**src/rtl/tri_bus_pkg.sv**
```systemverilog
// Shared definitions for the active-low tristate serial bus receiver and transmitter.
package tri_bus_pkg;

    typedef enum logic [1:0] {
        IDLE  = 2'd0,
        START = 2'd1,
        DATA  = 2'd2,
        STOP  = 2'd3
    } state_t;

    localparam int   DATA_BITS            = 8;
    localparam logic STOP_LEVEL           = 1'b1;
    localparam int   DEFAULT_CLKS_PER_BIT = 16;

endpackage

```
**src/rtl/tri_bus_if.sv**
```systemverilog
// Receiver-side bundle: raw bus line, byte handshake and status pulses.
interface tri_bus_if;
    import tri_bus_pkg::*;

    logic                 bus_in_;
    logic                 data_ready;
    logic [DATA_BITS-1:0] data_out;
    logic                 data_valid;
    logic                 busy;
    logic                 frame_err;
    logic                 overrun;

    modport master (
        input  bus_in_, data_ready,
        output data_out, data_valid, busy, frame_err, overrun
    );

    modport slave (
        output bus_in_, data_ready,
        input  data_out, data_valid, busy, frame_err, overrun
    );
endinterface

```
**src/rtl/tri_bus_filter.sv**
```systemverilog
// Two-flop synchronizer followed by a consecutive-sample glitch filter.
module tri_bus_filter #(
    parameter int FILTER_LEN = 3
) (
    input  logic clk,
    input  logic rst_n,
    input  logic line_raw,
    output logic line_filt
);
    localparam logic [2:0] CNT_LAST = 3'(FILTER_LEN - 1);

    logic       sync1, sync2;
    logic [2:0] cnt;

    always_ff @(posedge clk or negedge rst_n) begin
        if (!rst_n) begin
            sync1     <= 1'b1;
            sync2     <= 1'b1;
            line_filt <= 1'b1;
            cnt       <= '0;
        end else begin
            sync1 <= line_raw;
            sync2 <= sync1;
            // any sample agreeing with the current level restarts the run
            if (sync2 == line_filt) begin
                cnt <= '0;
            end else if (cnt == CNT_LAST) begin
                line_filt <= sync2;
                cnt       <= '0;
            end else begin
                cnt <= cnt + 1'b1;
            end
        end
    end
endmodule

```
**src/rtl/tri_bus_receiver.sv**
```systemverilog
// Serial byte receiver for an active-low shared tristate line with a valid/ready byte output.
module tri_bus_receiver
    import tri_bus_pkg::*;
#(
    parameter int CLKS_PER_BIT = DEFAULT_CLKS_PER_BIT,
    parameter int FILTER_LEN   = 3
) (
    input  logic      clk,
    input  logic      rst_n,
    tri_bus_if.master bus
);
    localparam int            TW       = $clog2(CLKS_PER_BIT);
    localparam logic [TW-1:0] BIT_END  = TW'(CLKS_PER_BIT - 1);
    localparam logic [TW-1:0] HALF_END = TW'(CLKS_PER_BIT / 2 - 1);
    localparam logic [2:0]    LAST_BIT = 3'(DATA_BITS - 1);

    state_t               state_q, state_d;
    logic [TW-1:0]        timer_q, timer_d;
    logic [2:0]           bit_q, bit_d;
    logic [DATA_BITS-1:0] shift_q, shift_d;
    logic                 line_f, line_prev, fall;
    logic                 byte_done, frame_bad;

    tri_bus_filter #(.FILTER_LEN(FILTER_LEN)) u_filter (
        .clk       (clk),
        .rst_n     (rst_n),
        .line_raw  (bus.bus_in_),
        .line_filt (line_f)
    );

    // edge-based arming: a line still low on return to IDLE does not restart
    assign fall     = line_prev & ~line_f;
    assign bus.busy = (state_q != IDLE);

    always_ff @(posedge clk or negedge rst_n) begin
        if (!rst_n) begin
            state_q   <= IDLE;
            timer_q   <= '0;
            bit_q     <= '0;
            shift_q   <= '0;
            line_prev <= 1'b1;
        end else begin
            state_q   <= state_d;
            timer_q   <= timer_d;
            bit_q     <= bit_d;
            shift_q   <= shift_d;
            line_prev <= line_f;
        end
    end

    always_comb begin
        state_d   = state_q;
        timer_d   = timer_q + 1'b1;
        bit_d     = bit_q;
        shift_d   = shift_q;
        byte_done = 1'b0;
        frame_bad = 1'b0;
        unique case (state_q)
            IDLE: begin
                timer_d = '0;
                bit_d   = '0;
                if (fall) state_d = START;
            end
            START: begin
                if (timer_q == HALF_END) begin
                    timer_d = '0;
                    state_d = line_f ? IDLE : DATA;
                end
            end
            DATA: begin
                if (timer_q == BIT_END) begin
                    timer_d = '0;
                    shift_d = {~line_f, shift_q[DATA_BITS-1:1]};
                    if (bit_q == LAST_BIT) begin
                        bit_d   = '0;
                        state_d = STOP;
                    end else begin
                        bit_d = bit_q + 1'b1;
                    end
                end
            end
            STOP: begin
                if (timer_q == BIT_END) begin
                    timer_d   = '0;
                    state_d   = IDLE;
                    byte_done = (line_f == STOP_LEVEL);
                    frame_bad = (line_f != STOP_LEVEL);
                end
            end
            default: state_d = IDLE;
        endcase
    end

    always_ff @(posedge clk or negedge rst_n) begin
        if (!rst_n) begin
            bus.data_out   <= '0;
            bus.data_valid <= 1'b0;
            bus.frame_err  <= 1'b0;
            bus.overrun    <= 1'b0;
        end else begin
            bus.frame_err <= frame_bad;
            bus.overrun   <= byte_done & bus.data_valid & ~bus.data_ready;
            // a byte completing alongside an accept replaces the consumed one
            if (byte_done && (!bus.data_valid || bus.data_ready)) begin
                bus.data_out   <= shift_q;
                bus.data_valid <= 1'b1;
            end else if (bus.data_valid && bus.data_ready) begin
                bus.data_valid <= 1'b0;
            end
        end
    end
endmodule

```
**src/flat_wrapper.sv**
```systemverilog
// flat-port wrapper written by rule: the top's interface ports become plain ports
module tri_bus_receiver_flat import tri_bus_pkg::*;
#(
    parameter int CLKS_PER_BIT = DEFAULT_CLKS_PER_BIT,
    parameter int FILTER_LEN   = 3
)
  (clk, rst_n, bus_bus_in_, bus_data_ready, bus_data_out, bus_data_valid, bus_busy, bus_frame_err, bus_overrun);
  tri_bus_if bus_i ();
  input  logic clk;
  input  logic rst_n;
  input wire logic [$bits(bus_i.bus_in_)-1:0] bus_bus_in_;
  input wire logic [$bits(bus_i.data_ready)-1:0] bus_data_ready;
  output wire logic [$bits(bus_i.data_out)-1:0] bus_data_out;
  output wire logic [$bits(bus_i.data_valid)-1:0] bus_data_valid;
  output wire logic [$bits(bus_i.busy)-1:0] bus_busy;
  output wire logic [$bits(bus_i.frame_err)-1:0] bus_frame_err;
  output wire logic [$bits(bus_i.overrun)-1:0] bus_overrun;
  assign bus_i.bus_in_ = bus_bus_in_;
  assign bus_i.data_ready = bus_data_ready;
  assign bus_data_out = bus_i.data_out;
  assign bus_data_valid = bus_i.data_valid;
  assign bus_busy = bus_i.busy;
  assign bus_frame_err = bus_i.frame_err;
  assign bus_overrun = bus_i.overrun;
  tri_bus_receiver #(.CLKS_PER_BIT(CLKS_PER_BIT), .FILTER_LEN(FILTER_LEN)) u_core (.clk(clk), .rst_n(rst_n), .bus(bus_i));
endmodule
```
**config.mk**
```make
export PLATFORM = sky130hd
export DESIGN_NAME = tri_bus_receiver_flat
export DESIGN_NICKNAME = d
export VERILOG_FILES = /design/src/rtl/tri_bus_pkg.sv /design/src/rtl/tri_bus_if.sv /design/src/rtl/tri_bus_filter.sv /design/src/rtl/tri_bus_receiver.sv /design/src/flat_wrapper.sv
export SDC_FILE = /design/constraint.sdc
export NUM_CORES = 1
export LEC_CHECK = 0
export ABC_AREA = 1
export CAP_MARGIN = 20
export CORE_ASPECT_RATIO = 1.5
export CORE_MARGIN = 2
export CORE_UTILIZATION = 56
export CTS_CLUSTER_DIAMETER = 30
export DETAILED_ROUTE_END_ITERATION = 8
export GPL_TIMING_DRIVEN = 0
export PLACE_DENSITY = 0.79
export SETUP_SLACK_MARGIN = 0.05
export SYNTH_ARGS = -nofsm -noshare
export SYNTH_HDL_FRONTEND = slang
export SYNTH_SLANG_ARGS = --single-unit
```
**constraint.sdc**
```tcl
create_clock -name clk -period 3.5 [get_ports clk]
set_input_delay 0.525 -clock clk [delete_from_list [all_inputs] [get_ports clk]]
set_output_delay 0.525 -clock clk [all_outputs]
set_load 0.02 [all_outputs]
```
After elaboration in Yosys (flattened, before gate mapping)
Cells that the tools add are included.

Flip-flop bits (word level): 35. Input port bits: 4. Output and inout bits: 12. Word-level logic and storage cells: 69.

$add $sub $neg: 3. Eq/ne operators: 13. Mux-type cells: 21. Bitwise operators: 6. Reductions and logical operators: 13.

Operator list (number): 2-bit two-way mux (6); 3-bit two-way mux (4); 4-bit one-hot mux with 3 select lines (1); 2-bit by 1-bit != test with 1-bit output, second input constant (5); 4-bit two-way mux (2); 2-bit one-hot mux with 4 select lines (1); 3-bit by 1-bit adder with 3-bit output, second input constant (2); 1-bit two-way mux (6); 3-bit one-hot mux with 2 select lines (1); 2-bit AND reduction (3); 2-bit nonzero test (3); 5-bit AND reduction (1); 4-bit by 1-bit adder with 4-bit output, second input constant (1); 2-bit equality test, second input constant (2); 4-bit by 3-bit equality test with 1-bit output, second input constant (1); 4-bit equality test, second input constant (1); 1-bit bitwise AND (3); 3-bit by 2-bit equality test with 1-bit output, second input constant (1); 3-bit equality test, second input constant (1); 1-bit NOT (3); 2-bit by 1-bit equality test with 1-bit output, second input constant (1); 1-bit logical AND (2); 2-bit zero test (1); 2-bit OR reduction (1); other kinds (3) (3).

Depth between registers and ports, before layout
Depth after elaboration: 5. Mapped depth: 9. Gate-level depth less buffers: 9.

Hierarchy
From an unflattened synthesis, not the netlist that was laid out.

Cell total of the unflattened synthesis: 159. Area, all modules: 1524.0 um^2.

By module, submodules not included: tri_bus_receiver (times used 1, cells an instance 131, area an instance 1276.2 um^2, seq. area each 726.9 um^2); tri_bus_filter (times used 1, cells an instance 28, area an instance 247.7 um^2, seq. area each 153.9 um^2).

Worst setup path after synthesis
No wires, ideal clock.

Kind: reg-to-output. Start: reg (tool-made name). End: out bus_busy. Arrival: 790 ps. Required time: 2975 ps. Path slack: 2185 ps. Stages on the path, launching flop included: 3. Buffers on the path: 0. Cells stage by stage: dfrtp_1 > nor2_1 > inv_1.

RTL lines: to (decl) (RTL line flat_wrapper.sv:15) `output wire logic [$bits(bus_i.busy)-1:0] bus_busy;`.

==> out/qor.txt <==
Status - complete, no violations
Initial DRC Count - 24
Die span in x - 46.1 µm
Asr flop ratio synth - 100%
Post-DP HPWL - 1.81 mm
DRC viols - 0
Share of cells above drive strength 1 - 20.1%
Placed Area - 1660 µm²
Power per Cell Area - 633 nW/µm²
Worst setup margin - 1.20 ns
CP top delay family - buffers and inverters
Htree depth - 2
Total grt overflow - 0
Area of the multi-input gates - 490 µm²
Fin Hold WS - 0.218 ns
First-pass GRT wire length - 4.35 mm
Crit path time final - 2.30 ns
Sw Share - 31.1%
Met2 wire length - 1.39 mm
Cell taking the most area after synthesis - dfrtp_1
Total global-route track usage - 20.3%
Setup violators final - 0
Peak Freq - 436 MHz
Vias in the first global route - 1029
Slew HR - 49.5%
Post-CTS setup buffer count - 0
Crit end category - output port
Tcrit/Tclk final - 65.6%
Antenna violation net count after detailed routing - 0
Top cells by area, synth - dfrtp_1, nand2_1, dfstp_2
Worst-Margin Slew - 0.758 ns
Port bufs - 15
Dpl ws - 1.58 ns
Post-CTS Hold Buffers - 0
Seq cells post-synth - 35
CTS tree - yes
Required time of the critical path - 2.97 ns
Wire length on met3 - 103 µm
Ys Warns - 0
Initial Utilization - 59.9%
Final Core Density - 71.3%
Critical Path AT - 1.77 ns
Vias - 1049
Skew-Pair Late Insertion Delay - 0.36 ns
Cell area after synthesis - 1490 µm²
Fillcell total - 191
Worst vdd ir - 0.000532 V
Clock skew - 0.0156 ns
Die area - 3090 µm²
Top FF cell, synth - dfrtp_1
Seq pwr share - 46.6%
Gate power share - 20.8%
Hold crit path type - input port to asynchronous set/reset pin
Initial antenna violation count - 0
DR vias/cell - 5.30
Core Footprint - 2480 µm²
Routed wire length - 2.57 mm
Top routing layer used - met4
Placer Congestion - 0.715
Area Overhead vs Synth - 18.9%
Cell row count - 22
EDFF count, synth - 0
Switching Power - 0.347 mW
Wire length on met1 - 1.02 mm
Sequential cell area fraction in the yosys report - 59.3%
Clock sink count - 35
CTS Buf Count - 5
Num ports - 16
Gates resized, CTS repair - 0
Die H - 67.1 µm
WS Path Type - flop to output port
Max Root-Sink Buffers - 2
Max cap viols - 0
Max-slew violation count - 0
Reg clk slew, reported paths - 0.12 ns
Ant. Diodes - 0
Clock share of power - 32.6%
Gate Count Post-Synth - 151
CP Buf/Inv Count - 2
Register area - 881 µm²
Crit Path Max Fanout - 6
Worst path max stage delay - 0.56 ns
Drt pass-1 iters - 4
Crit-path cells - nor2_1, inv_1, clkdlybuf4s50_1
Critical Path Slowest Stage Cell - clkdlybuf4s50_1
Layout net count - 180
Leak Pwr - 0.835 nW
Startpoint Class - flop
Pin count of the biggest net entering global routing - 36
Synth cell types - 23
Post-Syn Nets - 158
Routed length per placed instance - 13.0 µm
RSZ-0062 raised after global routing - no
Syn_area_per_cell - 9.84 µm²
Setup TNS - 0 ns
Final Hold Fails - 0
Post-route cell area - 1770 µm²
Internal power - 0.771 mW
Yosys top cell area share - 52.2%
Clock root cell - clkbuf_4
final timing paths:
kind                                  startpoint                endpoint  slack, ns  depth (start not counted)
max                                         flop                bus_busy       1.20                          3
min                                        rst_n  u_core.bus.data_out[5]       0.22                          1
max reg2reg                    u_core.timer_q[0]         u_core.bit_q[0]       2.06                          7
min reg2reg                u_core.u_filter.sync1   u_core.u_filter.sync2       0.36                          0
max in group asynchronous                  rst_n  u_core.bus.data_out[1]       2.78                          1
min in group clk           u_core.u_filter.sync1   u_core.u_filter.sync2       0.36                          0
worst reg2reg max path: stages (launching register included):
cell,delay [ns]
dfrtp_1,0.42
ha_1,0.26
nand3_2,0.13
inv_2,0.07
nand2_1,0.09
buf_2,0.21
nand3_1,0.11
o31ai_2,0.07
synth_stat cells (2+ instances only):
master   count
nor2_2       2
nor3_1       2
o21ai_1      8
nand2_1     35
o21ai_0      3
nor2_1       8
buf_6        2
nand3_1      9
o21ai_2      8
a21oi_1      4
nand2_2      2
inv_1       20
dfrtp_1     31
inv_2        3
dfstp_2      4
ha_1         3
kinds of logic after synthesis:
| family | after synthesis | synth area share, % |
|---|---|---|
| adder cells (fa/ha/maj) | 3 | 2.53 |
| flip-flops | 35 | 59.3 |
| AO/OA/AOI/OAI | 24 | 10.6 |
| AND/OR/NAND/NOR | 62 | 19.3 |
| buffers and inverters | 26 | 7.67 |
| XOR/XNOR | 1 | 0.590 |
cells in the final DEF, fill, tap and decap left out:
cell / netlist / final
nand2_1: 35 / 35
dfrtp_1: 31 / 31
inv_1: 20 / 20
clkdlybuf4s50_1: 0 / 14
nand3_1: 9 / 9
nor2_1: 8 / 8
o21ai_2: 8 / 8
o21ai_1: 8 / 8
clkbuf_4: 0 / 5
a21oi_1: 4 / 4
dfstp_2: 4 / 4
o21ai_0: 3 / 3
inv_2: 3 / 3
ha_1: 3 / 3
nand2_2: 2 / 2
nor3_1: 2 / 2
buf_6: 2 / 2
nor2_2: 2 / 2
buf_2: 1 / 2
bufinv_16: 0 / 2
nand3_2: 1 / 1
nor4_1: 1 / 1
xnor2_1: 1 / 1
nor2_4: 1 / 1
nand3_4: 1 / 1
o31ai_2: 1 / 1
clkinvlp_4: 0 / 1
final cells by class:
class                      instances  area share [%]
clock buffer                       5            2.13
clock inverter                     3            3.83
timing repair buffer              15            8.22
buffer                             3            1.56
tap                               24            1.70
sequential                        35            49.9
inverter                          23            4.89
multi-input combinational         90            27.8
per-layer routing:
layer	vias to the layer above	global-route usage, %
met5	-	0
met4	0	8.57
met3	6	6.50
met2	27	34.5
met1	495	22.4
li1	521	-
power by group through the flow:
stage	Clock [mW]	Combinational (mW)	Sequential (mW)
6_report	0.364	0.233	0.521
5_1_grt	0.387	0.276	0.529
4_1_cts	0.371	0.237	0.521
3_5_place_dp	0	0.234	0.527
3_3_place_gp	0	0.220	0.524
2_1_floorplan	0	0.176	0.517
state kept, by name (all words and copies together) (netlist names), named ones only:
name                       count
u_core.line_prev               1
u_core.state_q                 1
u_core.u_filter.cnt            3
u_core.u_filter.line_filt      1
u_core.u_filter.sync2          1
u_core.bus.data_valid          1
u_core.bit_q                   3
u_core.shift_q                 8
u_core.bus.overrun             1
u_core.bus.frame_err           1
u_core.bus.data_out            8
u_core.u_filter.sync1          1
u_core.timer_q                 4
metrics by stage:
step / cells / total power [mW]
after floorplan: 151 / 0.692
after global placement: 190 / 0.744
after detailed placement: 190 / 0.761
after CTS: 198 / 1.13
after global routing: 198 / 1.19
final: 198 / 1.12
(Power assumes the default switching activity.)
